`src/rtl/tdm_pkg.sv`:
```
// Shared constants and state encoding for the 4-channel TDM mux/demux pair.
package tdm_pkg;

    localparam int unsigned NCH    = 4;
    localparam int unsigned SLOT_W = 2;

    typedef enum logic {
        HUNT   = 1'b0,
        LOCKED = 1'b1
    } tdm_state_e;

endpackage : tdm_pkg

```
`src/rtl/tdm_slot_ctr.sv`:
```
// Wrapping slot counter with enable and synchronous load-to-1; shared by TX and RX sides.
module tdm_slot_ctr
    import tdm_pkg::*;
(
    input  logic              clk,
    input  logic              rst,
    input  logic              i_en,
    input  logic              i_load1,
    output logic [SLOT_W-1:0] o_cnt
);

    logic [SLOT_W-1:0] r_cnt;

    // Load-to-1 wins over increment: a sync sample always occupies slot 0.
    always_ff @(posedge clk) begin
        if (rst) begin
            r_cnt <= '0;
        end else if (i_load1) begin
            r_cnt <= SLOT_W'(1);
        end else if (i_en) begin
            r_cnt <= r_cnt + SLOT_W'(1);
        end
    end

    assign o_cnt = r_cnt;

endmodule : tdm_slot_ctr

```
`src/rtl/tdm_demux4.sv`:
```
// Receive side of the 4:1 TDM link: locks to frame_sync and rebuilds four channel samples.
module tdm_demux4
    import tdm_pkg::*;
#(
    parameter int unsigned WIDTH = 1
) (
    input  logic                   clk,
    input  logic                   rst,
    input  logic [WIDTH-1:0]       din,
    input  logic                   din_vld,
    input  logic                   frame_sync,
    output logic [NCH*WIDTH-1:0]   out,
    output logic                   frame_vld,
    output logic [SLOT_W-1:0]      slot,
    output logic                   locked,
    output logic                   sync_err
);

    tdm_state_e          r_state;
    tdm_state_e          w_state_nxt;
    logic [WIDTH-1:0]    r_shadow [0:NCH-2];
    logic [NCH*WIDTH-1:0] r_out;
    logic                r_frame_vld;
    logic                r_sync_err;

    logic                w_wr;
    logic [SLOT_W-1:0]   w_wr_idx;
    logic                w_frame_done;
    logic                w_sync_err;
    logic                w_cnt_en;
    logic                w_load1;
    logic [SLOT_W-1:0]   w_slot;

    // Slot pointer: a valid sync sample reloads to 1, otherwise advance on valid samples while locked.
    assign w_load1  = din_vld & frame_sync;
    assign w_cnt_en = din_vld & (r_state == LOCKED);

    tdm_slot_ctr u_slot_ctr (
        .clk     (clk),
        .rst     (rst),
        .i_en    (w_cnt_en),
        .i_load1 (w_load1),
        .o_cnt   (w_slot)
    );

    // FSM state register.
    always_ff @(posedge clk) begin
        if (rst) begin
            r_state <= HUNT;
        end else begin
            r_state <= w_state_nxt;
        end
    end

    // Next state plus per-sample decode: which slot is written, frame completion, misplaced sync.
    always_comb begin
        w_state_nxt  = r_state;
        w_wr         = 1'b0;
        w_wr_idx     = '0;
        w_frame_done = 1'b0;
        w_sync_err   = 1'b0;
        case (r_state)
            HUNT: begin
                if (din_vld && frame_sync) begin
                    w_state_nxt = LOCKED;
                    w_wr        = 1'b1;
                end
            end
            LOCKED: begin
                if (din_vld) begin
                    w_wr = 1'b1;
                    if (frame_sync && (w_slot != '0)) begin
                        // Misplaced sync restarts the frame at slot 0; the partial frame is lost.
                        w_sync_err = 1'b1;
                    end else begin
                        w_wr_idx     = w_slot;
                        w_frame_done = (w_slot == SLOT_W'(NCH - 1));
                    end
                end
            end
            default: begin
                w_state_nxt = HUNT;
            end
        endcase
    end

    // Shadow capture for slots 0..2; the slot-3 sample goes straight into the frame register.
    always_ff @(posedge clk) begin
        if (rst) begin
            for (int k = 0; k < int'(NCH) - 1; k++) begin
                r_shadow[k] <= '0;
            end
            r_out       <= '0;
            r_frame_vld <= 1'b0;
            r_sync_err  <= 1'b0;
        end else begin
            r_frame_vld <= w_frame_done;
            r_sync_err  <= w_sync_err;
            if (w_frame_done) begin
                r_out <= {din, r_shadow[2], r_shadow[1], r_shadow[0]};
            end
            for (int k = 0; k < int'(NCH) - 1; k++) begin
                if (w_wr && (w_wr_idx == SLOT_W'(k))) begin
                    r_shadow[k] <= din;
                end
            end
        end
    end

    assign out       = r_out;
    assign frame_vld = r_frame_vld;
    assign slot      = w_slot;
    assign locked    = (r_state == LOCKED);
    assign sync_err  = r_sync_err;

endmodule : tdm_demux4

```
`config.mk`:
```
export PLATFORM = sky130hd
export DESIGN_NAME = tdm_demux4
export DESIGN_NICKNAME = d
export VERILOG_FILES = /design/src/rtl/tdm_pkg.sv /design/src/rtl/tdm_slot_ctr.sv /design/src/rtl/tdm_demux4.sv
export SDC_FILE = /design/constraint.sdc
export NUM_CORES = 1
export LEC_CHECK = 0
export BUFFER_PORTS_ARGS = -buffer_cell sky130_fd_sc_hd__buf_2
export CORE_AREA = 2 2 39 41
export DETAILED_ROUTE_END_ITERATION = 6
export DIE_AREA = 0 0 41 43
export GPL_ROUTABILITY_DRIVEN = 0
export PLACE_DENSITY = 0.77
export SYNTH_ARGS = -nofsm -noshare
export SYNTH_HDL_FRONTEND = slang
export SYNTH_SLANG_ARGS = --single-unit
```
`constraint.sdc`:
```
create_clock -name clk -period 2 [get_ports clk]
set_input_delay 0.4 -clock clk [delete_from_list [all_inputs] [get_ports clk]]
set_output_delay 0.4 -clock clk [all_outputs]
set_load 0.005 [all_outputs]
```
# --- Yosys cells after proc, flatten, opt, wreduce, memory -nomap -nowiden ---
# Memory sizes are Yosys's and may differ from the RTL's. A register that Yosys moved wholly into a read port is not among the register bits.
# Cells that the tools add are included.
word_totals:
  ff_bits: 9
  ramBits: 3
  in_bits: 5
  out_inout_bits: 9
  word_cells: 55
  mem_count: 1
memory_table:
  columns: ["name", "words", "word_bits", "read_ports", "rd_clocked_by_memory_dff", "wr", "line_no", "text"]
  rows:
  - ["r_shadow", 3, 1, 3, 3, 3, "tdm_demux4.sv:21", "logic [WIDTH-1:0] r_shadow [0:NCH-2];"]
classes:
  addsub: 1
  eq_ne: 3
  mux: 27
  bitwise_logic: 7
  reduce_logical: 10
ops:
  columns: ["cell", "count"]
  rows:
  - ["two-way mux 1 bit", 23]
  - ["two-way mux 2 bit", 3]
  - ["logical AND 1 bit", 5]
  - ["equality test 2 bit (second input constant)", 2]
  - ["nonzero test 2 bit", 2]
  - ["OR 1 bit", 3]
  - ["OR reduction 3 bit", 1]
  - ["adder 2 x 1 -> 2 bit (second input constant)", 1]
  - ["AND 1 bit", 2]
  - ["equality test 2 x 1 -> 1 bit (second input constant)", 1]
  - ["logical NOT 2 bit", 1]
  - ["inverter 1 bit", 2]
  - ["case mux 1 bit (2 select lines)", 1]
  - ["OR reduction 2 bit", 1]

# --- Longest topological paths before layout ---
logic_depth:
  depth_word: 11
  mapped_depth: 5
  depth_no_buf: 5

# --- Cells and area by module ---
# Synthesis repeated with hierarchy kept, for this count alone.
hier_totals:
  cells_unflattened: 51
  area_unflattened_um2: 563.0
by_module_without_submodules:
  columns: ["mod", "n_inst", "cells_each", "area_each_um2", "seq_area_each_um2"]
  rows:
  - ["tdm_demux4", 1, 43, 475.5, 230.2]
  - ["tdm_slot_ctr", 1, 8, 87.6, 40.0]

# --- Worst setup path before layout ---
# OpenSTA, ideal clock, no wires.
synth_path:
  path_type: "flip-flop to flip-flop"
  start: "register u_slot_ctr.r_cnt[0] (netlist: u_slot_ctr.o_cnt[0])"
  end: "memory r_shadow[0][0], data pin"
  setup_ps: 218
  arrival_ps: 1274
  t_required_ps: 1782
  path_slack_ps: 508
  path_stages_with_launch: 6
  n_path_buf: 0
  period_less_slack_ps: 1492
  cell_sequence: "dfxtp_1 > inv_1 > ha_1 > a21boi_0 > a21oi_1 > nor4bb_1"
synth_rtl:
  columns: ["element", "line_no", "text"]
  rows:
  - ["start, declared", "tdm_slot_ctr.sv:12", "logic [SLOT_W-1:0] r_cnt;"]
  - ["start signal, assigned", "tdm_slot_ctr.sv:21", "r_cnt <= r_cnt + SLOT_W'(1);"]
  - ["end, declared", "tdm_demux4.sv:21", null]

==> summary.md <==
| Metric | Value |
|---|---|
| Final Hold Vio Count | `0` |
| Number of global-route vias before repair | `~330` |
| Crit path kind | `register to register` |
| Hold Crit Depth | `3` |
| First-pass GRT wire length | `roughly 1500 um` |
| Most common cell after layout, fill and taps aside | `buf_2` |
| Worst EP arrival | `1730 ps` |
| Global-route usage over all layers | `13.7%` |
| Reg2reg setup slack | `between 300 and 400 ps` |
| CP Capture Point | `r_shadow[0][0]$_DFFE_PP_` |
| Layout Skew | `4.81 ps` |
| Met2 Usage GRT | `between 15 and 20%` |
| Largest net degree at the start of global routing | `18` |
| Area grow syn2layout | `19.1%` |
| Sum Neg Setup Slack | `0 ps` |
| Fin crit share | `between 80 and 90%` |
| Worst setup EP type | `register` |
| DIE WIDTH | `41 um` |
| Met3 Use GR | `6.28%` |
| Initial antenna violation count | `0` |
| Ranking of synthesized cells by area | `dfxtp_1, edfxtp_1, nand2b_1` |
| Fin. max-slew vios | `0` |
| FF-to-FF End | `r_shadow[0][0]$_DFFE_PP_` |
| Inserted Clock Buffers | `3` |
| WL per Instance | `11.3 um` |
| Synthesized instance count | `52` |
| Maximum VDD drop | `approximately 0.34 mV` |
| Outcome | `finished clean` |
| Total setup buffers inserted after CTS | `0` |
| Remaining DRCs | `0` |
| CTS tree | `yes` |
| Busiest grt layer | `met2` |
| Commonest non-fill, non-tap cells in the layout | `buf_2, nand2b_1, dfxtp_1` |
| Total number of vias | `421` |
| Die area | `1760 um2` |
| Sequential power share | `a little under three fifths` |
| Tot Pwr | `0.000460 W` |
| Antenna diode count | `0` |
| Count of max-cap constraint violations | `0` |
| PwrDens | `slightly below 700 nW/um2` |
| Final setup fails | `0` |
| Clk sinks | `12` |
| CTS root buffer | `clkbuf_4` |
| Io pins | `14` |
| Vias per std cell | `5.01` |
| HPWL after DPL | `668 um` |
| Req. time, crit path | `2030 ps` |
| Final WL | `946 um` |
| Slew headroom | `72.7%` |
| R2r worst-path depth | `5` |
| Switching portion of total power | `23.1%` |
| Hold_buf cts | `0` |
| Mapped Area | `~560 um2` |
| Syn Nets | `59` |
| Leakage | `0.286 nW` |
| Fin nets | `76` |
| # fillers | `144` |
| Net switching power | `0.000106 W` |
| Setup crit start kind | `register` |
| Worst min path class | `input port to register` |
| Core area | `about 1400 um2` |
| Yosys warns | `0` |
| Highest Clock Rate | `0.591 GHz` |
| Site Rows | `14` |
| H-tree Lvls | `1` |
| Critical R2R Launch | `u_slot_ctr.o_cnt[0]$_SDFFE_PP0P_` |
| CTS resizes | `0` |
| Initial Utilization | `40.7%` |
| Sequential share of the synthesized area | `approximately half` |
| Top cell type's share of synthesized area | `32.0%` |
| Min cycle time layout | `approximately 1700 ps` |
| Yosys cell types | `23` |
| Worst skew pair latency | `270 ps` |
| Final ANT Viol Nets | `0` |
| Area leader, netlist | `dfxtp_1` |
| Port bufs | `13` |
| Deepest clock path buffer count | `2` |
| Share of cells above drive strength 1 | `33.8%` |
| Synthesized area per cell | `10.8 um2` |
| Int Power | `~0.00035 W` |
| DRT iter0 DRCs | `5` |
| RSZ-0062 raised after global routing | `no` |
| Logic pwr share | `9.2%` |
| Slew @ Worst Pin | `404 ps` |
| Worst setup startpoint | `u_slot_ctr.o_cnt[0]$_SDFFE_PP0P_` |
| Synth Register Bits | `12` |
| Clock power frac | `33.7%` |
| Die Y-Extent | `43 um` |
| Initial DRT Pass Iterations | `5` |
| Clock slew at reported path FFs | `70 ps` |
| Grt total ovfl | `0` |
| Worst-path fanout max | `7` |
| Met1 usage | `17.2%` |
-- worst min path at each step --
| stage | startpoint | to |
|---|---|---|
| after global routing | din | out[3]$_SDFFE_PP0P_ |
| after detailed placement | out[2]$_SDFFE_PP0P_ | out[2]$_SDFFE_PP0P_ |
| final | frame_sync | locked$_SDFF_PP0_ |
| after CTS | din | out[3]$_SDFFE_PP0P_ |
| after floorplan | out[0]$_SDFFE_PP0P_ | out[0]$_SDFFE_PP0P_ |
| after global placement | out[0]$_SDFFE_PP0P_ | out[0]$_SDFFE_PP0P_ |
-- cell usage after synthesis, drive strengths merged --
master and n:
a21boi 1, a21o 1, a21oi 3, a22oi 1
a31o 2, and2b 1, and3b 1, and4b 1
clkbuf 1, dfxtp 9, edfxtp 3, ha 2
inv 2, mux2i 4, nand2 2, nand2b 9
nor2 3, nor2b 1, nor3b 2, nor4bb 1
o21ai 2
-- stage by stage --
stage | area, um2 | worst slack (ps) | std cells | hold slack, ps | util (%)
4_1_cts | 671 | 292 | 84 | 404 | 48.5
6_report | 671 | 308 | 84 | 409 | 48.5
3_5_place_dp | 644 | 321 | 80 | 463 | 46.6
5_1_grt | 671 | 55.5 | 84 | 396 | 48.5
3_3_place_gp | 644 | 444 | 80 | 455 | 46.6
2_1_floorplan | 563 | 508 | 52 | 464 | -
-- flip-flops by register name, summed over array words and instances (netlist names) --
| signal | flops |
|---|---|
| out | 4 |
| frame_vld | 1 |
| sync_err | 1 |
| locked | 1 |
| u_slot_ctr.o_cnt | 2 |
| r_shadow | 3 |
-- power groups by stage --
stage / clock network [W] / logic, W / registers [W]
finish: 0.000155 / 0.0000421 / 0.000263
global route: 0.000177 / 0.0000474 / 0.000264
CTS: 0.000161 / 0.0000421 / 0.000263
detailed placement: 0 / 0.0000420 / 0.000268
global placement: 0 / 0.0000416 / 0.000268
floorplan: 0 / 0.0000273 / 0.000267
-- cell type report --
type                            count  area [um2]  share of cell area (%)
Multi-Input combinational cell     37         282                    42.0
Timing Repair Buffer               13        65.1                    9.70
Clock buffer                        4        26.3                    3.92
Tap cell                           16        20.0                    2.99
Inverter                            2        7.51                    1.12
Sequential cell                    12         270                    40.3
-- logic make-up (layout without fill, tap and decap cells) --
group,Yosys count,count (layout),synth area share (%)
AOI/OAI and AO/OA,10,10,11.6
adders and majority gates,2,2,4.44
buffers and inverters,3,19,2.00
DFF,12,12,48.0
muxes,4,4,7.11
and+or+nand+nor,21,21,26.9
-- routing by layer --
metal	share of wire [%]	vias up	wire (um)
li1	-	213	-
met1	50	184	471
met2	41	17	386
met3	5.5	7	52
met4	3.8	0	36
met5	0	-	0
-- critical path: stages (launching register included) --
cell	delay, ps
dfxtp_1	440
inv_1	110
ha_1	210
a21boi_0	220
a21oi_1	70
nor4bb_1	410
No activity file was read; power rests on OpenSTA's default activity.
